**src/rtl/spi_reg_responder.sv**
```systemverilog
// rtl/spi_reg_responder.sv - SPI responder serving a 3-byte instruction/data register protocol
// Oversamples sclk/csb/sdi in the clk domain and serves single-byte reads and writes.
module spi_reg_responder #(
  parameter int          SYNC_STAGES = 2,
  parameter int          ADDR_BITS   = 4,
  parameter logic [7:0]  CHIP_ID     = 8'h87
) (
  input  logic        clk,
  input  logic        rst,
  input  logic        sclk,
  input  logic        csb,
  input  logic        sdi,
  output logic        sdo,
  output logic        sdo_oe,
  output logic        reg_wr_en,
  output logic [12:0] reg_wr_addr,
  output logic [7:0]  reg_wr_data,
  output logic        frame_err
);

  localparam int DEPTH = 2 ** ADDR_BITS;

  typedef enum logic [2:0] {IDLE, INSTR, RD_DATA, WR_DATA, IGNORE, WAIT_CS} state_t;

  logic [SYNC_STAGES-1:0] sclk_sync, csb_sync, sdi_sync;
  logic sclk_d, csb_d;
  logic sclk_s, csb_s, sdi_s;
  logic sclk_rise, sclk_fall, csb_rise, csb_fall;

  always_ff @(posedge clk or posedge rst) begin
    if (rst) begin
      sclk_sync <= '0;
      csb_sync  <= '1;
      sdi_sync  <= '0;
      sclk_d    <= 1'b0;
      csb_d     <= 1'b1;
    end else begin
      sclk_sync <= {sclk_sync[SYNC_STAGES-2:0], sclk};
      csb_sync  <= {csb_sync[SYNC_STAGES-2:0], csb};
      sdi_sync  <= {sdi_sync[SYNC_STAGES-2:0], sdi};
      sclk_d    <= sclk_s;
      csb_d     <= csb_s;
    end
  end

  assign sclk_s    = sclk_sync[SYNC_STAGES-1];
  assign csb_s     = csb_sync[SYNC_STAGES-1];
  assign sdi_s     = sdi_sync[SYNC_STAGES-1];
  // sclk activity only counts while the chip is selected
  assign sclk_rise = sclk_s & ~sclk_d & ~csb_s;
  assign sclk_fall = ~sclk_s & sclk_d & ~csb_s;
  assign csb_rise  = csb_s & ~csb_d;
  assign csb_fall  = ~csb_s & csb_d;

  state_t      state;
  logic [4:0]  bit_cnt;
  logic        overrun, w_bad, wr_pend;
  logic [14:0] instr;
  logic [12:0] addr_q;
  logic [7:0]  shift_out, data_sh;
  logic [7:0]  mem [DEPTH];

  logic [15:0] instr_next;
  logic [12:0] dec_addr;
  logic [7:0]  rd_byte, wr_byte;
  logic        wr_ok, abort_err;

  always_comb begin
    instr_next = {instr, sdi_s};
    dec_addr   = instr_next[12:0];
    wr_byte    = {data_sh[6:0], sdi_s};
    rd_byte    = 8'h00;
    if (dec_addr == 13'd1)
      rd_byte = CHIP_ID;
    else if ((dec_addr >> ADDR_BITS) == 13'd0)
      rd_byte = mem[dec_addr[ADDR_BITS-1:0]];
    wr_ok     = ((addr_q >> ADDR_BITS) == 13'd0) && (addr_q != 13'd1);
    abort_err = (bit_cnt != 5'd0) && (bit_cnt < 5'd24);
  end

  always_ff @(posedge clk or posedge rst) begin
    if (rst) begin
      state       <= IDLE;
      bit_cnt     <= '0;
      overrun     <= 1'b0;
      w_bad       <= 1'b0;
      wr_pend     <= 1'b0;
      instr       <= '0;
      addr_q      <= '0;
      shift_out   <= '0;
      data_sh     <= '0;
      sdo         <= 1'b0;
      sdo_oe      <= 1'b0;
      reg_wr_en   <= 1'b0;
      reg_wr_addr <= '0;
      reg_wr_data <= '0;
      frame_err   <= 1'b0;
      for (int i = 0; i < DEPTH; i++) mem[i] <= 8'h00;
    end else begin
      reg_wr_en <= 1'b0;
      frame_err <= 1'b0;
      if (wr_pend) begin
        reg_wr_en   <= 1'b1;
        reg_wr_addr <= addr_q;
        reg_wr_data <= data_sh;
        wr_pend     <= 1'b0;
      end
      // csb release takes priority over any sclk edge seen in the same clk
      if (csb_rise) begin
        state     <= IDLE;
        sdo       <= 1'b0;
        sdo_oe    <= 1'b0;
        frame_err <= abort_err || overrun || w_bad;
        bit_cnt   <= '0;
        overrun   <= 1'b0;
        w_bad     <= 1'b0;
      end else if (state == IDLE) begin
        if (csb_fall) begin
          state   <= INSTR;
          bit_cnt <= '0;
          overrun <= 1'b0;
          w_bad   <= 1'b0;
        end
      end else begin
        if (sclk_rise) begin
          if (bit_cnt == 5'd24) overrun <= 1'b1;
          else                  bit_cnt <= bit_cnt + 5'd1;
        end
        case (state)
          INSTR: if (sclk_rise) begin
            instr <= instr_next[14:0];
            if (bit_cnt == 5'd15) begin
              addr_q <= dec_addr;
              if (instr_next[14:13] != 2'b00) begin
                w_bad <= 1'b1;
                state <= IGNORE;
              end else if (instr_next[15]) begin
                shift_out <= rd_byte;
                state     <= RD_DATA;
              end else begin
                state <= WR_DATA;
              end
            end
          end
          RD_DATA: begin
            if (sclk_fall) begin
              sdo       <= shift_out[7];
              shift_out <= {shift_out[6:0], 1'b0};
              sdo_oe    <= 1'b1;
            end
            if (sclk_rise && bit_cnt == 5'd23) state <= WAIT_CS;
          end
          WR_DATA: if (sclk_rise) begin
            data_sh <= wr_byte;
            if (bit_cnt == 5'd23) begin
              wr_pend <= 1'b1;
              if (wr_ok) mem[addr_q[ADDR_BITS-1:0]] <= wr_byte;
              state <= WAIT_CS;
            end
          end
          default: ;
        endcase
      end
    end
  end

endmodule
```
**config.mk**
```make
export PLATFORM = sky130hd
export DESIGN_NAME = spi_reg_responder
export DESIGN_NICKNAME = d
export VERILOG_FILES = /design/src/rtl/spi_reg_responder.sv
export SDC_FILE = /design/constraint.sdc
export NUM_CORES = 1
export LEC_CHECK = 0
export BUFFER_PORTS_ARGS = -buffer_cell sky130_fd_sc_hd__buf_4
export CAP_MARGIN = 20
export CORE_ASPECT_RATIO = 0.8
export CORE_MARGIN = 3
export CORE_UTILIZATION = 45
export CTS_CLUSTER_SIZE = 10
export DETAILED_ROUTE_END_ITERATION = 6
export PLACE_DENSITY = 0.73
export SLEW_MARGIN = 20
export SYNTH_ARGS = -nofsm -noshare
export SYNTH_HDL_FRONTEND = slang
export SYNTH_SLANG_ARGS = --single-unit
```
**constraint.sdc**
```tcl
create_clock -name clk -period 7.7 [get_ports clk]
set_input_delay 1.155 -clock clk [delete_from_list [all_inputs] [get_ports clk]]
set_output_delay 1.155 -clock clk [all_outputs]
set_load 0.1 [all_outputs]
```
### Word-level counts from Yosys, hierarchy flattened

Cells that the tools add are included.

| storage, ports and cells | value |
|---|---|
| logic and storage cells | 162 |
| register bits after elaboration | 216 |
| output and inout port bits | 25 |
| input bits | 5 |

| operators by class | value |
|---|---|
| multiplexer cells | 56 |
| magnitude comparators | 4 |
| eq/ne operators | 21 |
| reductions and logical operators | 30 |
| $add $sub $neg | 1 |
| bitwise operators | 14 |

Operators with widths:

| cell | number |
|---|---|
| 128-bit bitwise mux | 1 |
| 8-bit two-way mux | 10 |
| 8-bit binary-select mux with 4-bit select | 1 |
| 8-bit demux with 4-bit select | 1 |
| 1-bit two-way mux | 27 |
| 3-bit two-way mux | 9 |
| 13-bit logical NOT | 2 |
| 5-bit two-way mux | 5 |
| 4-bit != test, second input constant | 5 |
| 8-bit case mux with 2 select lines | 1 |
| 3-bit nonzero test | 5 |
| 13-bit by 1-bit == test with 1-bit output, second input constant | 1 |
| 13-bit by 1-bit != test with 1-bit output, second input constant | 1 |
| 2-bit != test, second input constant | 6 |
| 5-bit == test, second input constant | 2 |
| 5-bit >= comparator, second input constant | 2 |
| 4-bit inverter with 5-bit output | 2 |
| 5-bit AND reduction | 2 |
| 5-bit nonzero test | 2 |
| 3-bit case mux with 3 select lines | 1 |
| 3-bit AND reduction | 3 |
| 4-bit AND reduction | 2 |
| 8-bit AND reduction | 1 |
| 2-bit nonzero test | 4 |
| 14 further kinds | 30 |

### Longest topological paths before layout

| logic depth | value |
|---|---|
| depth after elaboration | 11 |
| mapped depth | 10 |
| depth with buffers taken out | 8 |

### Worst setup path before layout

OpenSTA, ideal clock, no wires.

| path | value |
|---|---|
| path kind | reg2reg |
| start point | reg bit_cnt[0] |
| end point | reg mem[100] in the netlist's numbering |
| setup time | 0.125 ns |
| clock period less this slack | 2.293 ns |
| path slack | 5.407 ns |
| arrival time | 2.167 ns |
| path buffers | 2 |
| cell stages (with the launch flop) | 9 |
| data required time | 7.575 ns |
| path through | dfrtp_1 ha_1 nand4b_1 nor4_1 nand3_2 buf_6 or4_1 buf_6 mux2_4 |

| between the ends | value |
|---|---|
| longest elaborated chain between the ends | 2 |

RTL lines:

| element | RTL line | source |
|---|---|---|
| start, declared | 56 | `logic [4:0] bit_cnt;` |
| start signal, assigned | 127 | `else bit_cnt <= bit_cnt + 5'd1;` |
| 5-bit == test | 155 | `if (bit_cnt == 5'd23) begin` |
| 6-bit AND reduction (no line) | - |  |
| end signal, assigned by index | 157 | `if (wr_ok) mem[addr_q[ADDR_BITS-1:0]] <= wr_byte;` |
| end, declared | 61 | `logic [7:0] mem [DEPTH];` |

No other way between the ends.
A chain may end at the register's enable or synchronous reset.

### Worst setup path after layout

| path | value |
|---|---|
| start point | reg bit_cnt[0] |
| end point | reg mem[103] in the netlist's numbering |

Same word-level chain as after synthesis.

==> results.md <==
- Outcome: complete, no violations
- Total detailed-routing wirelength: approximately 20,000 um
- Global routing usage on met1: 0.2675
- Highest achievable clock rate: around 0.33 GHz
- Clock buffer count from CTS: 25
- Die Area: about 23,000 um^2
- Clock Sink Count: around 210
- Initial standard-cell utilization of the core: 0.4692
- Number of H-tree levels: 1
- Reg2Reg Launch Point: bit_cnt[0]
- Post-CTS Hold Buffers: 0
- Cell area after synthesis: 9505 um^2
- Endpoint required time on the critical path: approximately 8 ns
- Actual transition at the worst max-transition pin: between 0.9 and 1 ns
- Most common cell after layout, fill and taps aside: sky130_fd_sc_hd__dfrtp_1
- Worst-skew pair later-pin latency: approximately 0.52 ns
- CTS-repair resized insts: 0
- Number of hold violations in the final report: 0
- Simple-gate share of the synthesized area: 0.06845
- Post-route DRC: 0
- Compound-gate portion of the synthesized area: 0.04962
- Worst-case headroom to the max-slew limit: 0.3541
- Clock skew after layout: approximately 0.013 ns
- Worst-path cell chain: ha_1 > nand4b_1 > nor4_1 > nand3_2 > or4_1 > mux2_4
- Core Rows: 46
- Setup slack of the worst register-to-register path: about 4.6 ns
- Critical path launch point type: flop
- Met2 track demand over resource: 0.2837
- Count of flip-flops with a built-in enable after synthesis: 0
- Largest family of logic cells by synthesized area: multiplexers
- Predominant post-synthesis flop cell: sky130_fd_sc_hd__dfrtp_1
- Mean instance size in the synthesized netlist: ~14 um^2
- Half-perimeter wire length after detailed placement: 13,300 um
- Via-to-Cell Ratio: roughly 5.9
- Syn. warnings: 0
- Fill cells: approximately 1.7k
- Start point of the worst min-delay path: sdi_sync[0]
- Post-placement cell area: around 10000 um^2
- Share of final-layout standard cells stronger than drive strength 1: 0.4078
- Endpoint kind of the worst setup timing path: flop
- Maximum clock insertion buffer count: 3
- Initial antenna violation count: 0
- Aggregate global-route resource usage: 0.1817
- Number of max-capacitance violations reported: 0
- Routed len/inst: 21.07 um
- Layout Cells excl Fill: 953
- Type of the worst min-delay path: reg -> reg
- Number of iterations in the first detailed-routing pass: 6
- Part of the Yosys area used for sequential elements: 0.5611
- Final non-filler cell area: 10,610 um^2
- Share of synthesized area spent on multiplexers: 0.2888
- Die Wd: 168.5 um
- Worst-path maximum fanout: 11
- Wire length of the first global-routing pass: roughly 34,000 um
- Buffer count from post-CTS setup fixing: 0
- Proportion of register bits with asynchronous set or reset after synthesis: 1.000
- Start point of the critical path: bit_cnt[0]
- Height of the die: ~140 um
- Buffer cell driving the clock tree root: sky130_fd_sc_hd__clkbuf_16
- Arrival @ worst endpoint: about 3.5 ns
- Number of global-route vias before repair: around 6.0k
- Maximum vdd ir drop: ~190 uV
- Leftover overflow at the end of global routing: 0
- Critical register-to-register path endpoint: mem[103]
- Post-CTS clock slew at the launch and capture registers of the worst setup and hold paths: 0.06 ns
- Static leakage: 0.005060 uW
- Fin. max-slew vios: 0
- Nets: approximately 690
- Mapped Cells: about 660
- Area of the core region: 20,260 um^2
- Violation count after the first detailed-routing iteration: approximately 450
- Number of I/O port buffers: 29
- Hold Crit Depth: 0
- Remaining antenna violation count after routing: 0
- Global routing's busiest layer: met2
- Commonest cells after routing, fill and taps aside: sky130_fd_sc_hd__dfrtp_1, sky130_fd_sc_hd__mux2_2, sky130_fd_sc_hd__buf_4
- Antenna Diode Count: 0
- Net count after synthesis: roughly 670
- Distinct cell type count of the synthesized netlist: between 50 and 60
- Total negative slack: 0 ns
- Area overhead of the layout relative to synthesis: 11.66%
- Total of flip-flops plus latches after synthesis: 213
- Number of I/O pins: 30
- Power per Cell Area: about 260 nW/um^2
- GR Util met3: 0.03198
- CTS tree: done
- Number of placed instances with taps included: 917
- Critical path type: reg -> reg
- Final critical-path share of the clock period: 0.3980
- Final min period: ~3.1 ns
- Unrepaired setup endpoints after global routing: false
- Via count: 5,606
- Slowest cell on the critical path: sky130_fd_sc_hd__or4_1
- Routability-driven placement congestion ratio: ~0.85
- Delay of the slowest cell on the worst path: slightly above 0.8 ns
- Length in cells of the worst reg-to-reg path: 6
- Xor-xnor portion of the synthesized cell area: 0
- Final setup vio count: 0
- Fraction of the mapped netlist area in adder cells: 0.005265
- End point of the most critical hold path: sdi_sync[1]
- Pin count of the biggest net entering global routing: 145
## area by class of cell
type                       instances  area, um^2  area share
sequential                       213        5335      0.5027
multi-input combinational        393        3918      0.3691
clock buffer                      34       669.4     0.06307
tap                              264       330.3     0.03112
timing repair buffer              34       255.2     0.02405
inverter                          13       56.30    0.005305
clock inverter                     2       50.05    0.004715
## kinds of logic (layout without fill, tap and decap cells)
logic type | after synthesis | count (layout)
muxes | 223 | 223
adders and majority gates | 4 | 4
buffers and inverters | 58 | 83
DFF | 213 | 213
and+or+nand+nor | 100 | 100
AOI/OAI and AO/OA | 66 | 66
## registers in the layout (all words and copies together) (netlist names), 3 cells and up
signal,cells
state,3
bit_cnt,5
instr,15
reg_wr_addr,13
addr_q,13
data_sh,8
mem,125
reg_wr_data,8
shift_out,8
## where the power goes
group	leakage, uW	switching (uW)	internal, uW
logic	0.00179	281	177
registers	0.00292	106	1180
clock network	0.000349	426	634
## synthesized netlist by cell type (4+ instances only)
cell,number,area share
sky130_fd_sc_hd__nor2b_1,7,0.0046
sky130_fd_sc_hd__o21ai_0,9,0.0047
sky130_fd_sc_hd__a21oi_1,13,0.0068
sky130_fd_sc_hd__nor4_1,4,0.0026
sky130_fd_sc_hd__a211oi_1,6,0.0047
sky130_fd_sc_hd__buf_2,11,0.0058
sky130_fd_sc_hd__mux4_2,21,0.050
sky130_fd_sc_hd__mux2_4,8,0.013
sky130_fd_sc_hd__clkbuf_1,30,0.012
sky130_fd_sc_hd__nor3_1,8,0.0042
sky130_fd_sc_hd__dfrtp_1,210,0.55
sky130_fd_sc_hd__nor3b_1,4,0.0032
sky130_fd_sc_hd__inv_1,13,0.0051
sky130_fd_sc_hd__nor2_1,16,0.0063
sky130_fd_sc_hd__a221oi_1,8,0.0074
sky130_fd_sc_hd__mux2_2,168,0.20
sky130_fd_sc_hd__nand4b_1,4,0.0037
sky130_fd_sc_hd__nor3_2,4,0.0042
sky130_fd_sc_hd__mux2i_1,26,0.027
sky130_fd_sc_hd__nand2_1,16,0.0063
sky130_fd_sc_hd__or3_1,6,0.0039
sky130_fd_sc_hd__ha_1,4,0.0053
## how the worst max path moves through the flow
stage / end / slack (ns) / cells after the start
after floorplan: addr_q[0] / 0.73 / 1
after global placement: mem[53] / 4.76 / 6
after detailed placement: mem[54] / 4.64 / 6
after CTS: mem[49] / 4.62 / 6
after global routing: mem[49] / 4.37 / 6
final: mem[103] / 4.64 / 6
## per-layer routing
layer  wire length [um]  part of all wire  vias up
met5                  0                 0        -
met4                369             0.018        0
met3                990             0.049       35
met2               9332              0.46      143
met1               9390              0.47     2944
li1                   -                 -     2484
## metrics by stage
step	hold WS (ns)	utilization	power (uW)	setup WS (ns)
2_1_floorplan	0.3312	-	1629	0.7274
3_3_place_gp	0.3333	0.4884	1734	4.764
3_5_place_dp	0.3346	0.4884	1755	4.645
4_1_cts	0.3510	0.5239	2822	4.616
5_1_grt	0.3542	0.5239	2934	4.374
6_report	0.3497	0.5239	2802	4.635
## critical path, delay by kind of cell, from the launching register on
kind	cells	cell delay (ns)
simple gates	4	1.89
flops	1	0.42
fa+ha+maj	1	0.24
mux	1	0.40
No activity file was read; power rests on OpenSTA's default activity.
